## src/rtl/scene_byte_unpacker.sv

```systemverilog
// Expands a host byte stream into single-voxel load beats for one full scene (2^ADDR_BITS voxels).
// Optional occupied-voxel counter enabled by defining SCENE_UNPACK_OCC_COUNT_EN.
module scene_byte_unpacker #(
  parameter int ADDR_BITS = 15
) (
  input  logic                 clk,
  input  logic                 rst,
  input  logic                 start,
  input  logic                 abort,
  input  logic                 in_valid,
  input  logic [7:0]           in_data,
  output logic                 in_ready,
  output logic                 load_mode,
  output logic                 load_valid,
  output logic [ADDR_BITS-1:0] load_addr,
  output logic                 load_data,
  input  logic                 load_ready,
  output logic                 busy,
  output logic                 done,
  output logic [ADDR_BITS:0]   occupied_count
);

  typedef enum logic [1:0] {IDLE, WAIT_BYTE, SHIFT, DONE} state_t;

  localparam logic [ADDR_BITS-1:0] ADDR_MAX = '1;

  state_t               state, state_nxt;
  logic [7:0]           byte_reg, byte_nxt;
  logic [2:0]           bit_idx, bit_nxt;
  logic [ADDR_BITS-1:0] addr_cnt, addr_nxt;
  logic                 last_bit, at_max, beat_acc, byte_acc;

  assign last_bit   = (bit_idx == 3'd7);
  assign at_max     = (addr_cnt == ADDR_MAX);
  assign load_valid = (state == SHIFT);
  assign load_mode  = (state != IDLE);
  assign load_addr  = addr_cnt;
  assign load_data  = byte_reg[bit_idx];
  assign busy       = (state == WAIT_BYTE) || (state == SHIFT);
  assign done       = (state == DONE);

  // A byte may also be taken while the last bit of the previous one is leaving, so bytes stream without bubbles.
  assign in_ready = !abort && ((state == WAIT_BYTE) ||
                               (load_valid && last_bit && load_ready && !at_max));
  assign beat_acc = load_valid && load_ready && !abort;
  assign byte_acc = in_valid && in_ready;

  always_ff @(posedge clk) begin
    if (rst) begin
      state    <= IDLE;
      byte_reg <= '0;
      bit_idx  <= '0;
      addr_cnt <= '0;
    end else begin
      state    <= state_nxt;
      byte_reg <= byte_nxt;
      bit_idx  <= bit_nxt;
      addr_cnt <= addr_nxt;
    end
  end

  always_comb begin
    state_nxt = state;
    byte_nxt  = byte_reg;
    bit_nxt   = bit_idx;
    addr_nxt  = addr_cnt;
    if (abort) begin
      state_nxt = IDLE;
      bit_nxt   = '0;
      addr_nxt  = '0;
    end else begin
      case (state)
        IDLE: begin
          if (start) begin
            state_nxt = WAIT_BYTE;
            bit_nxt   = '0;
            addr_nxt  = '0;
          end
        end
        WAIT_BYTE: begin
          if (byte_acc) begin
            byte_nxt  = in_data;
            bit_nxt   = '0;
            state_nxt = SHIFT;
          end
        end
        SHIFT: begin
          if (beat_acc) begin
            addr_nxt = addr_cnt + 1'b1;
            bit_nxt  = bit_idx + 3'd1;
            if (last_bit) begin
              if (at_max)        state_nxt = DONE;
              else if (byte_acc) byte_nxt  = in_data;
              else               state_nxt = WAIT_BYTE;
            end
          end
        end
        DONE: begin
          if (start) state_nxt = IDLE;
        end
        default: state_nxt = IDLE;
      endcase
    end
  end

`ifdef SCENE_UNPACK_OCC_COUNT_EN
  logic [ADDR_BITS:0] occ_cnt;

  // One bit wider than the address so an all-occupied scene does not wrap.
  always_ff @(posedge clk) begin
    if (rst || abort || (state == IDLE && start)) occ_cnt <= '0;
    else if (beat_acc && load_data)               occ_cnt <= occ_cnt + 1'b1;
  end

  assign occupied_count = occ_cnt;
`else
  assign occupied_count = '0;
`endif

endmodule

```

## config.mk

```make
export PLATFORM = sky130hd
export DESIGN_NAME = scene_byte_unpacker
export DESIGN_NICKNAME = d
export VERILOG_FILES = /design/src/rtl/scene_byte_unpacker.sv
export SDC_FILE = /design/constraint.sdc
export NUM_CORES = 1
export LEC_CHECK = 0
export BUFFER_PORTS_ARGS = -buffer_cell sky130_fd_sc_hd__buf_4
export CAP_MARGIN = 10
export CORE_MARGIN = 3
export CORE_UTILIZATION = 54
export CTS_CLUSTER_SIZE = 12
export DETAILED_ROUTE_END_ITERATION = 10
export PLACE_DENSITY = 0.85
export SLEW_MARGIN = 20
export SYNTH_ARGS = -nofsm -noshare
export SYNTH_HDL_FRONTEND = slang
export SYNTH_SLANG_ARGS = --single-unit
```

## constraint.sdc

```tcl
create_clock -name clk -period 4.5 [get_ports clk]
set_input_delay 0 -clock clk [delete_from_list [all_inputs] [get_ports clk]]
set_output_delay 0 -clock clk [all_outputs]
set_load 0.01 [all_outputs]
```

==> results.toml, run 1 <==
[worst_setup_path]
reg2reg_from = "state[0]"
r2r_end = "byte_reg[5]"
rr_worst_depth = 8
startpoint = "state[0]"
criticalPathCategory = "reg2reg"
cp-start-kind = "register"
path_max_fanout = 16
critPathCaptureType = "register"
endpoint = "byte_reg[5]"
critPathRequiredTime_ns = 4.72
rrSetupSlack_ns = 1.61
crit_arrival_ns = 3.12

[status]
status = "finished, final reports clean"

[finish]
area_growth_pct = 21.3
antenna_cells = 0
largest_reg_flops = 15
seq_area_um2 = 561
fin_cells = 251
multi_input_area_um2 = 931
final_layout_size_suffix_gt1_share_pct = 22.7
num-fill-cells = 237
nets = 242

[cts]
clkTransAtPathRegs_ns = 0.15
cts_inserted_buffers = 3
clkLatencyLatePin_ns = 0.32
clock_path_buffers = 2
htree_levels = 1
post_cts_buffers = 0
cts_root_buf = "clkbuf_4"
cts_tree = "yes"
cts_sinks = 28

[grt]
grt_pass1_wl_um = 5570
grt_overflow_total = 0
antenna_found_initial = 0
grt_max_degree = 17
grt_pass1_vias = 1221
grtUsageTotal_pct = 19.6

[synth]
synth_edf_count = 0
ys_seq_area_share_pct = 34.9
synth_top_area_share_pct = 34.9
synth_async_sr_flop_share_pct = 0
synth_cell_types = 39
yosysTopAreaCell = "dfxtp_1"
synth-seq-cells = 28
synth_area_mm2 = 0.00161
post_synth.cell_area_avg_um2 = 8.93
yosys_warnings = 0
yosys_most_used_dff = "dfxtp_1"
synthCells = 180
yosys-top-cells-area = "dfxtp_1, buf_4, xor2_1"

[floorplanning]
fp.dieArea_mm2 = 0.00367
chipWidth_um = 60.6
core_mm2 = 0.00281
start_util_pct = 57.3
die_h_um = 60.6
rows = 19
ios = 51

[routing]
finalWirelength_um = 3350
viasPerCell = 5.31
antenna_left = 0
wire_per_inst_um = 13.4
drt-pass1-iter-count = 4
num_vias = 1333
drc = 0
dr.first_iter.drc_count = 52

[sta]
setup_viol = 0
worstMarginPinSlew_ns = 0.952
clock_skew_ns = 0.00418
fmax_mhz = 345
fin_crit_sh_pct = 64.3
maxSlewViolCount = 0
maxSlewHeadroom_pct = 36.4
setup_tns_ns = 0
hold_viol_final = 0
rsz0062_at_grt = "no"
min_period_ns = 2.89

[placed_design]
dp.final_hpwl_um = 2450
io_buffers = 34
gp_congestion = 0.801
placed_cells = 238

[power]
ir_drop_v = 0.000109
p_leak_nw = 0.803
powerDensity_mw_per_mm2 = 245

[hold_path]
hp-class = "in2reg"

[job]
drv_cap = 0
[power by group]
part,switching (mW),internal (mW)
Combinational,0.0368,0.0270
Sequential,0.00160,0.250
Clock,0.0721,0.0900
[Yosys cell counts (2+ instances only)]
cell type	n
dfxtp_1	28
nor2_1	28
buf_4	16
xor2_1	13
nand2_1	11
nand4_1	11
mux2i_1	9
a21oi_1	8
ha_1	7
inv_1	6
clkbuf_1	5
nand3_1	5
a22oi_1	2
and3_1	2
mux4_2	2
nand2b_1	2
nand3b_1	2
nor3_1	2
[kinds of logic after synthesis]
kind of cell               Yosys count  synth area share (%)
muxes                               12                  9.11
and+or+nand+nor                     73                  23.4
DFF                                 28                  34.9
AOI/OAI and AO/OA                   18                  9.11
other                                1                 0.233
buffers and inverters               28                  10.7
xor gates and xnor gates            13                  7.08
adders and majority gates            7                  5.45
[stage by stage]
stage	total power [mW]	util [%]	hold slack, ns	cell area (um2)	worst slack, ns
after global routing	0.499	69.5	0.0887	1950	1.46
after global placement	0.313	64.5	0.240	1810	2.25
after floorplan	0.305	-	0.0475	1660	2.54
final	0.478	69.5	0.0794	1950	1.61
after CTS	0.481	69.5	0.0675	1950	1.67
after detailed placement	0.314	64.5	0.245	1810	2.17
[worst max-delay path: stages, from the launching register on]
cell and delay, ns:
dfxtp_1 0.37, inv_1 0.10, ha_1 0.53, nand3_1 0.17, and2_2 0.23, a311oi_4 0.53, mux2i_1 0.25, nor2_1 0.06
dlygate4sd3_1 0.56
[how the worst min path moves through the flow]
stage	slack [ns]	end	start	cells past startpoint
3_5_place_dp	0.24	byte_reg[5]	in_data[5]	3
6_report	0.08	bit_idx[1]	abort	3
5_1_grt	0.09	bit_idx[2]	abort	3
2_1_floorplan	0.05	in_ready	abort	1
4_1_cts	0.07	bit_idx[1]	abort	3
3_3_place_gp	0.24	byte_reg[1]	in_data[1]	3
[final cells by class]
class | count | share of cell area, %
multi-input cells | 139 | 47.7
inverters | 6 | 1.15
clock inverters | 1 | 1.54
well taps | 31 | 1.99
clock buffers | 3 | 1.15
flip-flops and latches | 28 | 28.7
repair buffers | 43 | 17.7
[what timing repair did]
action | CTS | global route
hold endpoints to repair | 8 | 0
resized for setup | 0 | 0
hold buffers | 9 | 0
endpoints found under the setup margin | 0 | 0
[per-layer routing]
layer,GRT usage (%),part of all wire [%]
met1,26.0,45
met2,34.4,49
met3,2.77,5.4
met4,3.72,0.39
met5,0,0
[layout by cell type, fill, tap and decap left out, types with 7 or more instances in the layout]
master / count
ha_1: 7
nand2_1: 11
nand4_1: 11
dlygate4sd3_1: 9
conb_1: 16
a21oi_1: 8
xor2_1: 13
nor2_1: 28
mux2i_1: 9
dfxtp_1: 28
buf_4: 34
No activity file was read; power rests on OpenSTA's default activity.
==> run 2: changes to the inputs <==
--- a/config.mk
+++ b/config.mk
@@ -8,10 +8,10 @@
 export BUFFER_PORTS_ARGS = -buffer_cell sky130_fd_sc_hd__buf_4
 export CAP_MARGIN = 10
 export CORE_MARGIN = 3
-export CORE_UTILIZATION = 54
+export CORE_UTILIZATION = 50
 export CTS_CLUSTER_SIZE = 12
 export DETAILED_ROUTE_END_ITERATION = 10
-export PLACE_DENSITY = 0.85
+export PLACE_DENSITY = 0.8
 export SLEW_MARGIN = 20
 export SYNTH_ARGS = -nofsm -noshare
 export SYNTH_HDL_FRONTEND = slang
==> constraint.sdc (replaced) <==
create_clock -name clk -period 2.9 [get_ports clk]
set_input_delay 0 -clock clk [delete_from_list [all_inputs] [get_ports clk]]
set_output_delay 0 -clock clk [all_outputs]
set_load 0.01 [all_outputs]
==> run 2 against run 1 <==
  * Combinational power is 54% higher
  * Count of clock-buffer cells in the layout stayed put
  * Worst hold slack worse by 0.019 ns
  * Register-to-register slack got worse by 1.4 ns
  * Clock power increased by 57%
  * Sequential power rose by 55%
  * Cell count increased by 5.2%
  * Via count up 2.8%
  * Fmax up 7.8%
  * Sequential share of layout area decreased by 0.45 points
  * First-iteration DRC count fell by 33%
  * Largest power group unchanged
==> results.toml, run 2 (synthesis gave the netlist of run 1 again) <==
[power]
seqPwrFrac_pct = 52.6
ir_drop_v = 0.000190
swShare_pct = 23.3
p_switching_mw = 0.173
powerDensity_mw_per_mm2 = 375
combPwrFrac_pct = 13.3
clockPowerShare_pct = 34.2
p_int_mw = 0.571
power.total_mw = 0.744
p_leak_nw = 0.812

[routing]
num_vias = 1370
wire_per_inst_um = 13.1
drt-pass1-iter-count = 4
antenna_left = 0
viasPerCell = 5.19
finalWirelength_um = 3460
drc = 0
dr.first_iter.drc_count = 35

[sta]
min_period_ns = 2.69
hold_viol_final = 0
finalWorstSetupSlack_ns = 0.214
setup_tns_ns = 0
worstMarginPinSlew_ns = 0.666
fin_crit_sh_pct = 92.6
maxSlewHeadroom_pct = 55.5
setup_viol = 0
clock_skew_ns = 0.00239
maxSlewViolCount = 0
fmax_mhz = 372
rsz0062_at_grt = "no"

[worst_setup_path]
crit_arrival_ns = 2.92
critPathCaptureType = "register"
critPathRequiredTime_ns = 3.13
path_max_fanout = 16
criticalPathCategory = "reg2reg"
cp-start-kind = "register"

[placed_design]
dp.final_hpwl_um = 2620
io_buffers = 34
gp_congestion = 0.878
dp_slack_ns = 0.536

[floorplanning]
die_h_um = 62.7
chipWidth_um = 62.7
core_mm2 = 0.00290
rows = 19
ios = 51
fp.dieArea_mm2 = 0.00393
start_util_pct = 55.4

[job]
drv_cap = 0

[cts]
cts_inserted_buffers = 3
clkLatencyLatePin_ns = 0.32
htree_levels = 1
cts_root_buf = "clkbuf_4"
cts_tree = "yes"
clock_path_buffers = 2
clkTransAtPathRegs_ns = 0.15
cts_sinks = 28

[grt]
grt_overflow_total = 0
grt_pass1_wl_um = 5580
grt_pass1_vias = 1250
grt_max_degree = 17
grtUsageTotal_pct = 17.0
antenna_found_initial = 0

[finish]
layout_commonest_cell = "buf_4"
area_growth_pct = 23.3
antenna_cells = 0
layout_common_cells = "buf_4, nor2_1, dfxtp_1"
largest_reg_flops = 15
final_layout_size_suffix_gt1_share_pct = 23.9
nets = 244
final_core_utilization_pct = 68.3

[hold_path]
hp-class = "in2reg"

[status]
status = "finished, final reports clean"
-- run 2: cell types whose count changed in the layout (fill, tap and decap cells not counted), sizes merged --
cell  change
buf       +2
-- run 2: cell type report --
| cell class | instances | area (um2) |
|---|---|---|
| Sequential cell | 28 | 561 |
| Inverter | 6 | 22.5 |
| Clock inverter | 1 | 30.0 |
| Timing Repair Buffer | 45 | 360 |
| Multi-Input combinational cell | 139 | 933 |
| Clock buffer | 3 | 22.5 |
| Fill cell | 249 | 918 |
| Tap cell | 42 | 52.6 |
-- run 2: timing repair --
action,in CTS,in global routing
hold buffers,9,0
buffers inserted,0,0
gates resized for setup,0,1
setup endpoints to repair,0,1
endpoints found under the hold margin,8,0
-- run 2: metal layers --
layer,vias up,global-route usage [%],share of wire (%)
met5,-,0,0
li1,674,-,-
met3,2,3.42,7.3
met1,638,20.7,43
met4,0,5.23,0.55
met2,56,30.1,50
-- run 2: worst max-delay path, cell delays in order (launching register included) --
cell           delay [ns]
dfxtp_1              0.42
inv_1                0.10
ha_2                 0.30
nand2b_4             0.19
and2_2               0.21
a311oi_4             0.53
mux2i_1              0.25
nor2_1               0.05
dlygate4sd3_1        0.54
-- run 2: power groups by stage --
stage | clock network [mW] | logic [mW] | registers, mW
2_1_floorplan | 0 | 0.0747 | 0.398
4_1_cts | 0.261 | 0.0979 | 0.391
5_1_grt | 0.279 | 0.107 | 0.392
3_5_place_dp | 0 | 0.0883 | 0.399
6_report | 0.254 | 0.0986 | 0.391
3_3_place_gp | 0 | 0.0869 | 0.399
-- run 2: metrics by stage --
step                cell area (um2)  cells  hold WS [ns]
detailed placement             1840    251         0.244
finish                         1980    264        0.0605
CTS                            1980    264        0.0511
global route                   1980    264        0.0576
floorplan                      1660    195        0.0475
global placement               1840    251         0.237
-- run 2: path summary, 6_finish.rpt --
kind / startpoint / cells after the start / endpoint / slack [ns]
setup / recovery: state[0] / 8 / byte_reg[7] / 0.21
hold / removal: abort / 3 / bit_idx[2] / 0.06
setup reg to reg: state[0] / 8 / byte_reg[7] / 0.21
hold reg to reg: byte_reg[3] / 2 / byte_reg[3] / 0.52
